<file path="config.mk">
export PLATFORM = sky130hd
export DESIGN_NAME = seg_display_scheduler
export DESIGN_NICKNAME = d
export VERILOG_FILES = /design/src/rtl/seg_display_pkg.sv /design/src/rtl/seg7_hex_decoder.sv /design/src/rtl/seg_display_scheduler.sv
export SDC_FILE = /design/constraint.sdc
export NUM_CORES = 1
export LEC_CHECK = 0
export CORE_ASPECT_RATIO = 0.8
export CORE_UTILIZATION = 47
export CTS_CLUSTER_SIZE = 28
export DETAILED_ROUTE_END_ITERATION = 8
export GPL_ROUTABILITY_DRIVEN = 0
export PLACE_DENSITY_LB_ADDON = 0.3
export SYNTH_ARGS = -nofsm -noshare
export SYNTH_HDL_FRONTEND = slang
export SYNTH_SLANG_ARGS = --single-unit
</file>
<file path="constraint.sdc">
create_clock -name clk -period 3 [get_ports clk]
set_input_delay 0.3 -clock clk [delete_from_list [all_inputs] [get_ports clk]]
set_output_delay 0.3 -clock clk [all_outputs]
set_load 0.01 [all_outputs]
</file>
<file path="src/rtl/seg_display_pkg.sv">
// Shared types and glyph table for the 7-segment display scheduler.
// Segment bit order is a..g = bit 0..6, active high.
package seg_display_pkg;

  typedef enum logic [1:0] {
    IDLE,
    BLANK,
    SHOW
  } state_t;

  localparam logic [6:0] SEG_BLANK = 7'h00;

  function automatic logic [6:0] hex_to_seg(input logic [3:0] nib);
    logic [6:0] seg;
    case (nib)
      4'h0: seg = 7'h3F;
      4'h1: seg = 7'h06;
      4'h2: seg = 7'h5B;
      4'h3: seg = 7'h4F;
      4'h4: seg = 7'h66;
      4'h5: seg = 7'h6D;
      4'h6: seg = 7'h7D;
      4'h7: seg = 7'h07;
      4'h8: seg = 7'h7F;
      4'h9: seg = 7'h6F;
      4'hA: seg = 7'h77;
      4'hB: seg = 7'h7C;
      4'hC: seg = 7'h39;
      4'hD: seg = 7'h5E;
      4'hE: seg = 7'h79;
      default: seg = 7'h71;
    endcase
    return seg;
  endfunction

endpackage

</file>
<file path="src/rtl/seg7_hex_decoder.sv">
// Combinational hex nibble to 7-segment glyph decoder.
module seg7_hex_decoder
  import seg_display_pkg::*;
(
  input  logic [3:0] nibble,
  output logic [6:0] seg
);

  assign seg = hex_to_seg(nibble);

endmodule

</file>
<file path="src/rtl/seg_display_scheduler.sv">
// Round-robin time-sharing of one 7-segment display between NUM_SRC sources:
// grant, blank gap, then show the latched nibble for a fixed dwell.
module seg_display_scheduler
  import seg_display_pkg::*;
#(
  parameter int unsigned NUM_SRC      = 4,
  parameter int unsigned IDX_W        = 3,
  parameter int unsigned DWELL_CYCLES = 1000,
  parameter int unsigned BLANK_CYCLES = 100,
  parameter int unsigned CNT_W        = 16
) (
  input  logic                 clk,
  input  logic                 rst,
  input  logic                 ena,
  input  logic [NUM_SRC-1:0]   req,
  input  logic [4*NUM_SRC-1:0] src_data,
  output logic [NUM_SRC-1:0]   grant,
  output logic [6:0]           segments,
  output logic                 dp,
  output logic [IDX_W-1:0]     src_idx,
  output logic                 busy
);

  localparam int unsigned PAD_W = 2**IDX_W;

  state_t             state_q, state_d;
  logic [CNT_W-1:0]   cnt_q, cnt_d;
  logic [IDX_W-1:0]   rr_ptr_q, rr_ptr_d;
  logic [IDX_W-1:0]   src_idx_d;
  logic [3:0]         nib_q, nib_d;
  logic [NUM_SRC-1:0] grant_d;
  logic [6:0]         seg_d;
  logic               dp_d, busy_d;
  logic [6:0]         glyph;

  logic [PAD_W-1:0]   req_pad;
  logic [PAD_W-1:0]   grant_pad;
  logic [3:0]         nib_arr [PAD_W];
  logic [IDX_W-1:0]   cand, win_idx;
  logic               win_valid, do_arb;

  // Pad request/data to a power of two so the arbiter index is exact-width.
  assign req_pad = PAD_W'(req);
  for (genvar j = 0; j < PAD_W; j++) begin : g_nib
    if (j < NUM_SRC) begin : g_src
      assign nib_arr[j] = src_data[4*j +: 4];
    end else begin : g_pad
      assign nib_arr[j] = '0;
    end
  end

  seg7_hex_decoder u_dec (
    .nibble (nib_q),
    .seg    (glyph)
  );

  function automatic logic [IDX_W-1:0] rr_next(input logic [IDX_W-1:0] p,
                                               input int unsigned off);
    int unsigned s;
    s = (32'(p) + off) % NUM_SRC;
    return IDX_W'(s);
  endfunction

  always_comb begin
    win_valid = 1'b0;
    win_idx   = '0;
    cand      = '0;
    for (int unsigned i = 1; i <= NUM_SRC; i++) begin
      cand = rr_next(rr_ptr_q, i);
      if (!win_valid && req_pad[cand]) begin
        win_valid = 1'b1;
        win_idx   = cand;
      end
    end
  end

  always_comb begin
    state_d   = state_q;
    cnt_d     = cnt_q;
    rr_ptr_d  = rr_ptr_q;
    src_idx_d = src_idx;
    nib_d     = nib_q;
    grant_pad = '0;
    do_arb    = 1'b0;

    if (!ena) begin
      state_d = IDLE;
    end else begin
      case (state_q)
        IDLE: do_arb = 1'b1;
        BLANK: begin
          if (cnt_q == '0) begin
            state_d = SHOW;
            cnt_d   = CNT_W'(DWELL_CYCLES - 1);
          end else begin
            cnt_d = cnt_q - CNT_W'(1);
          end
        end
        SHOW: begin
          if (cnt_q == '0) begin
            state_d = IDLE;
            do_arb  = 1'b1;
          end else begin
            cnt_d = cnt_q - CNT_W'(1);
          end
        end
        default: state_d = IDLE;
      endcase
    end

    if (do_arb && win_valid) begin
      grant_pad[win_idx] = 1'b1;
      nib_d     = nib_arr[win_idx];
      src_idx_d = win_idx;
      rr_ptr_d  = win_idx;
      cnt_d     = CNT_W'(BLANK_CYCLES - 1);
      state_d   = BLANK;
    end

    // Outputs are registered, so they are derived from the next state.
    grant_d = grant_pad[NUM_SRC-1:0];
    busy_d  = (state_d != IDLE);
    dp_d    = (state_d == SHOW);
    seg_d   = (state_d == SHOW) ? glyph : SEG_BLANK;
  end

  always_ff @(posedge clk) begin
    if (rst) begin
      state_q  <= IDLE;
      cnt_q    <= '0;
      rr_ptr_q <= IDX_W'(NUM_SRC - 1);
      nib_q    <= '0;
      src_idx  <= '0;
      grant    <= '0;
      segments <= SEG_BLANK;
      dp       <= 1'b0;
      busy     <= 1'b0;
    end else begin
      state_q  <= state_d;
      cnt_q    <= cnt_d;
      rr_ptr_q <= rr_ptr_d;
      nib_q    <= nib_d;
      src_idx  <= src_idx_d;
      grant    <= grant_d;
      segments <= seg_d;
      dp       <= dp_d;
      busy     <= busy_d;
    end
  end

endmodule
</file>
== Yosys cells after proc, flatten, opt, wreduce, memory -nomap -nowiden ==
Memory sizes are Yosys's and may differ from the RTL's. A register that Yosys moved wholly into a read port is not among the register bits.
Index checks and enable logic that the tools add are counted.
Storage, ports and cells
  bits of input ports: 23
  logic and storage cells: 83
  output and inout bits: 16
  register bits: 33
  memories: 1
  ROM bits: 112
Cells by class
  reduce and logical (&&, ||, !) cells: 19
  magnitude comparators: 7
  multiplexer cells: 34
  eq/ne operators: 5
  bitwise operators: 3
  add/sub/neg operators: 5
Memory list
  (no name shown): words 16, width 7, read ports 1, clocked after Yosys merged registers in 1, wr ports 0, RTL line seg_display_pkg.sv:15  | case (nib)
Operator list (count)
  $mux W16: 2
  $pmux W16 S2: 1
  $logic_not A16 Y1: 1
  $lt A2 B4 Y1 const B: 4
  $sub A16 B1 Y16 const B: 1
  $mux W7: 2
  $bmux W4 S3: 1
  $mux W2: 6
  $mux W1: 11
  $bmux W1 S2: 4
  $mux W4: 2
  $mux W3: 2
  $pmux W2 S3: 1
  $reduce_and A3 Y1: 2
  $reduce_bool A2 Y1: 3
  $reduce_or A2 Y1: 3
  $logic_and A1 B1 Y1: 5
  $add A2 B1 Y2 const B: 2
  $add A2 B2 Y2 const B: 2
  $eq A2 B2 Y1 const B: 2
  $ge A4 B4 Y1 const B: 1
  $lt A3 B4 Y1 const B: 1
  $not A3 Y4: 1
  $demux W1 S3: 1
  other kinds (9): 12

== Depth between registers and ports, before layout ==
Gate-level depths: netlist of run 1.
  depth in word-level cells: 18
  gate-level depth with buffers: 9

== Hierarchy ==
Synthesis of run 1 repeated with hierarchy kept, for this count alone.
Unflattened totals
  cells, all modules: 261
  area total of the unflattened synthesis: 2383.5 sq um
By module, submodules not included
  seg_display_scheduler: area each 2095.8 sq um, seq. area each 780.7 sq um, instances 1, cells each 228
  seg7_hex_decoder: area each 287.8 sq um, seq. area each 0.0 sq um, instances 1, cells each 33

== Worst setup path after synthesis of run 1 ==
Ideal clock, no wire load.
  kind: register to register
  start: register state_q[0]
  end: register segments[0]
  path buffers: 1
  slack: 0.814 ns
  period minus slack after synthesis: 2.186 ns
  stages on the path, launching flop included: 9
  library setup time: 0.155 ns
  arrival: 2.030 ns
  data required time: 2.845 ns
  path through: dfxtp_1 inv_1 ha_1 clkbuf_1 nor4b_1 nand4_1 a21oi_1 a211o_2 a2111oi_2
On the way
  longest elaborated chain between the ends: 8
  elaborated cells between the ends (all ways): 14
  classes of those cells: 3 x eq/ne; 7 x mux; 1 x bitwise; 3 x reduce/logical
Ends and longest elaborated chain
  start: declaration: RTL line seg_display_scheduler.sv:26  | state_t state_q, state_d;
  start signal: assignment: RTL line seg_display_scheduler.sv:139  | state_q <= state_d;
  $eq A2 B2 Y1 or $logic_not A2 Y1 (tied branches): RTL line seg_display_scheduler.sv:89  | case (state_q)
  $pmux W1 S2: RTL line seg_display_scheduler.sv:89
  $mux W1: RTL line seg_display_scheduler.sv:86  | if (!ena) begin
  $logic_and A1 B1 Y1: RTL line seg_display_scheduler.sv:111  | if (do_arb && win_valid) begin
  $mux W2 *: RTL line seg_display_scheduler.sv:111
  $eq A2 B2 Y1 *: RTL line seg_display_scheduler.sv:124  | seg_d = (state_d == SHOW) ? glyph : SEG_BLANK;
  $not A1 Y1 (no source line) *
  $reduce_or A2 Y1 (no source line) *
  end: declaration: RTL line seg_display_scheduler.sv:18  | output logic [6:0] segments,
Mark *: on every way between the ends. The rest lies on a longest branch, timed or not.
A chain may end at the register's enable or synchronous reset.

== Worst setup path in the final report of run 1 ==
  start: register state_q[0]
  end: register nib_q[2]
On the way
  longest elaborated chain between the ends: 4
  elaborated cells between the ends (all ways): 5
  classes of those cells: 1 x eq/ne; 2 x mux; 2 x reduce/logical
Ends and longest elaborated chain
  $eq A2 B2 Y1 or $logic_not A2 Y1 (tied branches): RTL line seg_display_scheduler.sv:89
  $pmux W1 S2 *: RTL line seg_display_scheduler.sv:89
  $mux W1 *: RTL line seg_display_scheduler.sv:86
  $logic_and A1 B1 Y1 *: RTL line seg_display_scheduler.sv:111
  end signal: assignment: RTL line seg_display_scheduler.sv:142  | nib_q <= nib_d;
  end: declaration: RTL line seg_display_scheduler.sv:30  | logic [3:0] nib_q, nib_d;
Marks and branches as above.

==> run metrics, run 1 <==
CTS hold repair buffers 0; Ys Warns 0; count of cell types in the netlist 51; slowest stage delay, CP 0.50 ns; crit path kind reg2reg; IO Pins 39; # Max-Cap Violations 0; total power 1310 uW; Clk Latency, worst-skew pair 0.29 ns; cts bufs inserted 5; status finished, final reports clean; post-cts resize count 0; fin crit period 2.62 ns; IO buf count 37; Synth Register Bits 39; DR WL/cell 13.9 microns; DP HPWL 3570 microns; Slew Limit Fails 0; vias in the first global route 1714; maximum VDD drop 0.249 mV; Leak 0.00106 uW; final clock skew 0.00905 ns; area grow syn2layout 21.7%; Gate Count Post-Synth 254; cell breakdown of the critical path inv_1, ha_1, nor4b_1, nand4_1, a21oi_1, buf_4, nand2b_1, o21ai_0; crit start category register; CP top delay family simple AND/OR/NAND/NOR gates; Slew HR 53.1%; nets 324; most instantiated cells after synthesis 39 x dfxtp_1, 33 x nor2_1, 15 x nor3_1; syn avg cell area 9.12 sq um; vias 1935; total grt overflow 0; Starting Density 49.8%; initial antenna violation count 0; slowest stage cell, crit path a21oi_1; Worst Tran Pin Value 0.703 ns; ys async rst share 0%; Worst Hold Class reg2reg; 1st-iter DRT viols 108; Max Fclk 0.382 GHz; critical path data arrival time 2.83 ns; Worst Path Buf+Inv 2; PnR worst setup slack 0.382 ns; critical path endpoint category register; largest net degree at the start of global routing 20; first-pass GRT wire length 8160 microns; RSZ-0062 raised after global routing no; DIE AREA 5220 sq um; std cell rows 22; # placed instances 341; final setup fails 0; utilization after layout 60.6%; worst slack, placed 0.447 ns; layout cell share with drive strength beyond 1 9.69%; post-synthesis sequential area ratio 33.7%; Residual DRC 0; Post-synth EDFFs 0; Die W 80.5 microns; Routed WL 4870 microns; Max Root-Sink Buffers 2; Post-Syn Area 2320 sq um; ant diodes 0; setup_tns 0 ns; Tot GR Track Use 20.2%; H-tree Lvls 2; top-area cell type share of the netlist area 33.7%; endpoints failing hold 0; post-synthesis net count 290; non-filler instance count after layout 349; Die Span Y 64.8 microns; data required time of the worst path 3.21 ns; CTS tree built; Placeable Area 4650 sq um; Clock Pin Slew Worst Setup and Hold Paths 0.07 ns; Post-CTS Setup Bufs 0; clk root buf clkbuf_8; DR pass1 iterations 4; Tcrit/Tclk final 87.3%; Clock Sinks 39; Post-DRT Antenna Nets 0; Vias/cell 5.54; pwr/cell area 464 nW/um^2; dominant synthesized flop cell dfxtp_1; count leader, synth dfxtp_1; top cells by area, synth dfxtp_1 34%, ha_1 7.0%, nor2_1 5.3%, mux2i_1 3.9%, a2111oi_4 3.6%; cell taking the most area after synthesis dfxtp_1; CP max FO 10
-- cell usage in the layout (no fill, tap or decap), drive strengths merged, types with 2 or more instances in the layout --
cell and count:
dfxtp 39, clkdlybuf4s50 37, nor2 33, nor3 15
inv 13, ha 13, a21oi 13, o21ai 11
mux2i 9, clkbuf 8, nand4 7, nand2 7
a211oi 7, nand2b 6, xnor2 6, nor4 6
nor3b 5, or3 5, xor2 5, mux2 4
a2111oi 4, o21a 3, nor4b 3, buf 3
and4 3, and4b 2, nand3 2, nand3b 2
a211o 2
-- per-layer routing --
metal / wire length, microns / global-route usage [%] / share of wire, % / vias up
li1: - / - / - / 991
met1: 2450 / 29.6 / 50 / 880
met2: 2070 / 29.6 / 43 / 62
met3: 322 / 4.37 / 6.6 / 2
met4: 23 / 5.58 / 0.47 / 0
met5: 0 / 0 / 0 / -
-- layout make-up --
type,count,area (sq um)
Clock buffer,8,100
Fill cell,389,1830
Inverter,13,48.8
Multi-Input combinational cell,189,1420
Sequential cell,39,781
Tap cell,60,75.1
Timing Repair Buffer,40,393
-- worst paths after layout --
| path | slack (ns) | cells after the start | startpoint | to |
|---|---|---|---|---|
| hold reg to reg | 0.47 | 2 | src_idx[1]$_SDFFE_PP0P_ | src_idx[1]$_SDFFE_PP0P_ |
| setup / recovery | 0.38 | 8 | state_q[0]$_SDFF_PP0_ | nib_q[2]$_SDFFE_PP0P_ |
| setup reg to reg | 0.38 | 8 | state_q[0]$_SDFF_PP0_ | nib_q[2]$_SDFFE_PP0P_ |
| hold / removal | 0.47 | 2 | src_idx[1]$_SDFFE_PP0P_ | src_idx[1]$_SDFFE_PP0P_ |
-- power by group --
group | switching (uW) | internal, uW
combinational | 176 | 162
clock | 172 | 210
sequential | 42.0 | 547
-- worst register-to-register path, cell delays in order (launching register included) --
cell      delay (ns)
dfxtp_1         0.34
inv_1           0.09
ha_1            0.32
nor4b_1         0.39
nand4_1         0.38
a21oi_1         0.50
buf_4           0.24
nand2b_1        0.11
o21ai_0         0.17
-- sequential cells by signal, indices dropped and copies added, names as in the netlist --
| register | flops |
|---|---|
| busy | 1 |
| cnt_q | 16 |
| dp | 1 |
| grant | 4 |
| nib_q | 4 |
| rr_ptr_q | 2 |
| segments | 7 |
| src_idx | 2 |
| state_q | 2 |
-- stage by stage --
step           cell area, sq um  hold slack [ns]
6_report                   2820            0.467
4_1_cts                    2820            0.470
5_1_grt                    2820            0.495
2_1_floorplan              2320            0.481
3_5_place_dp               2720            0.455
3_3_place_gp               2720            0.450
-- kinds of logic (layout without fill, tap and decap cells) --
logic type      after synthesis  count (layout)  synth area share (%)
flops                        39              39                  33.7
mux                          14              14                  6.80
compound gates               49              49                  17.0
other cells                   1               1                 0.162
simple gates                101             101                  26.0
buf+inv                      26              61                  5.18
xor+xnor                     11              11                  4.16
fa+ha+maj                    13              13                  7.02
Note: power is estimated with default switching activity, not from simulation.
==> inputs of run 2 (changes only) <==
--- a/config.mk
+++ b/config.mk
@@ -6,11 +6,13 @@
 export NUM_CORES = 1
 export LEC_CHECK = 0
 export CORE_ASPECT_RATIO = 0.8
+export CORE_MARGIN = 1
 export CORE_UTILIZATION = 47
 export CTS_CLUSTER_SIZE = 28
 export DETAILED_ROUTE_END_ITERATION = 8
 export GPL_ROUTABILITY_DRIVEN = 0
 export PLACE_DENSITY_LB_ADDON = 0.3
+export SLEW_MARGIN = 25
 export SYNTH_ARGS = -nofsm -noshare
 export SYNTH_HDL_FRONTEND = slang
 export SYNTH_SLANG_ARGS = --single-unit
==> results of run 2 <==
No change in the layout: final DEF, timing and power equal those of run 1.
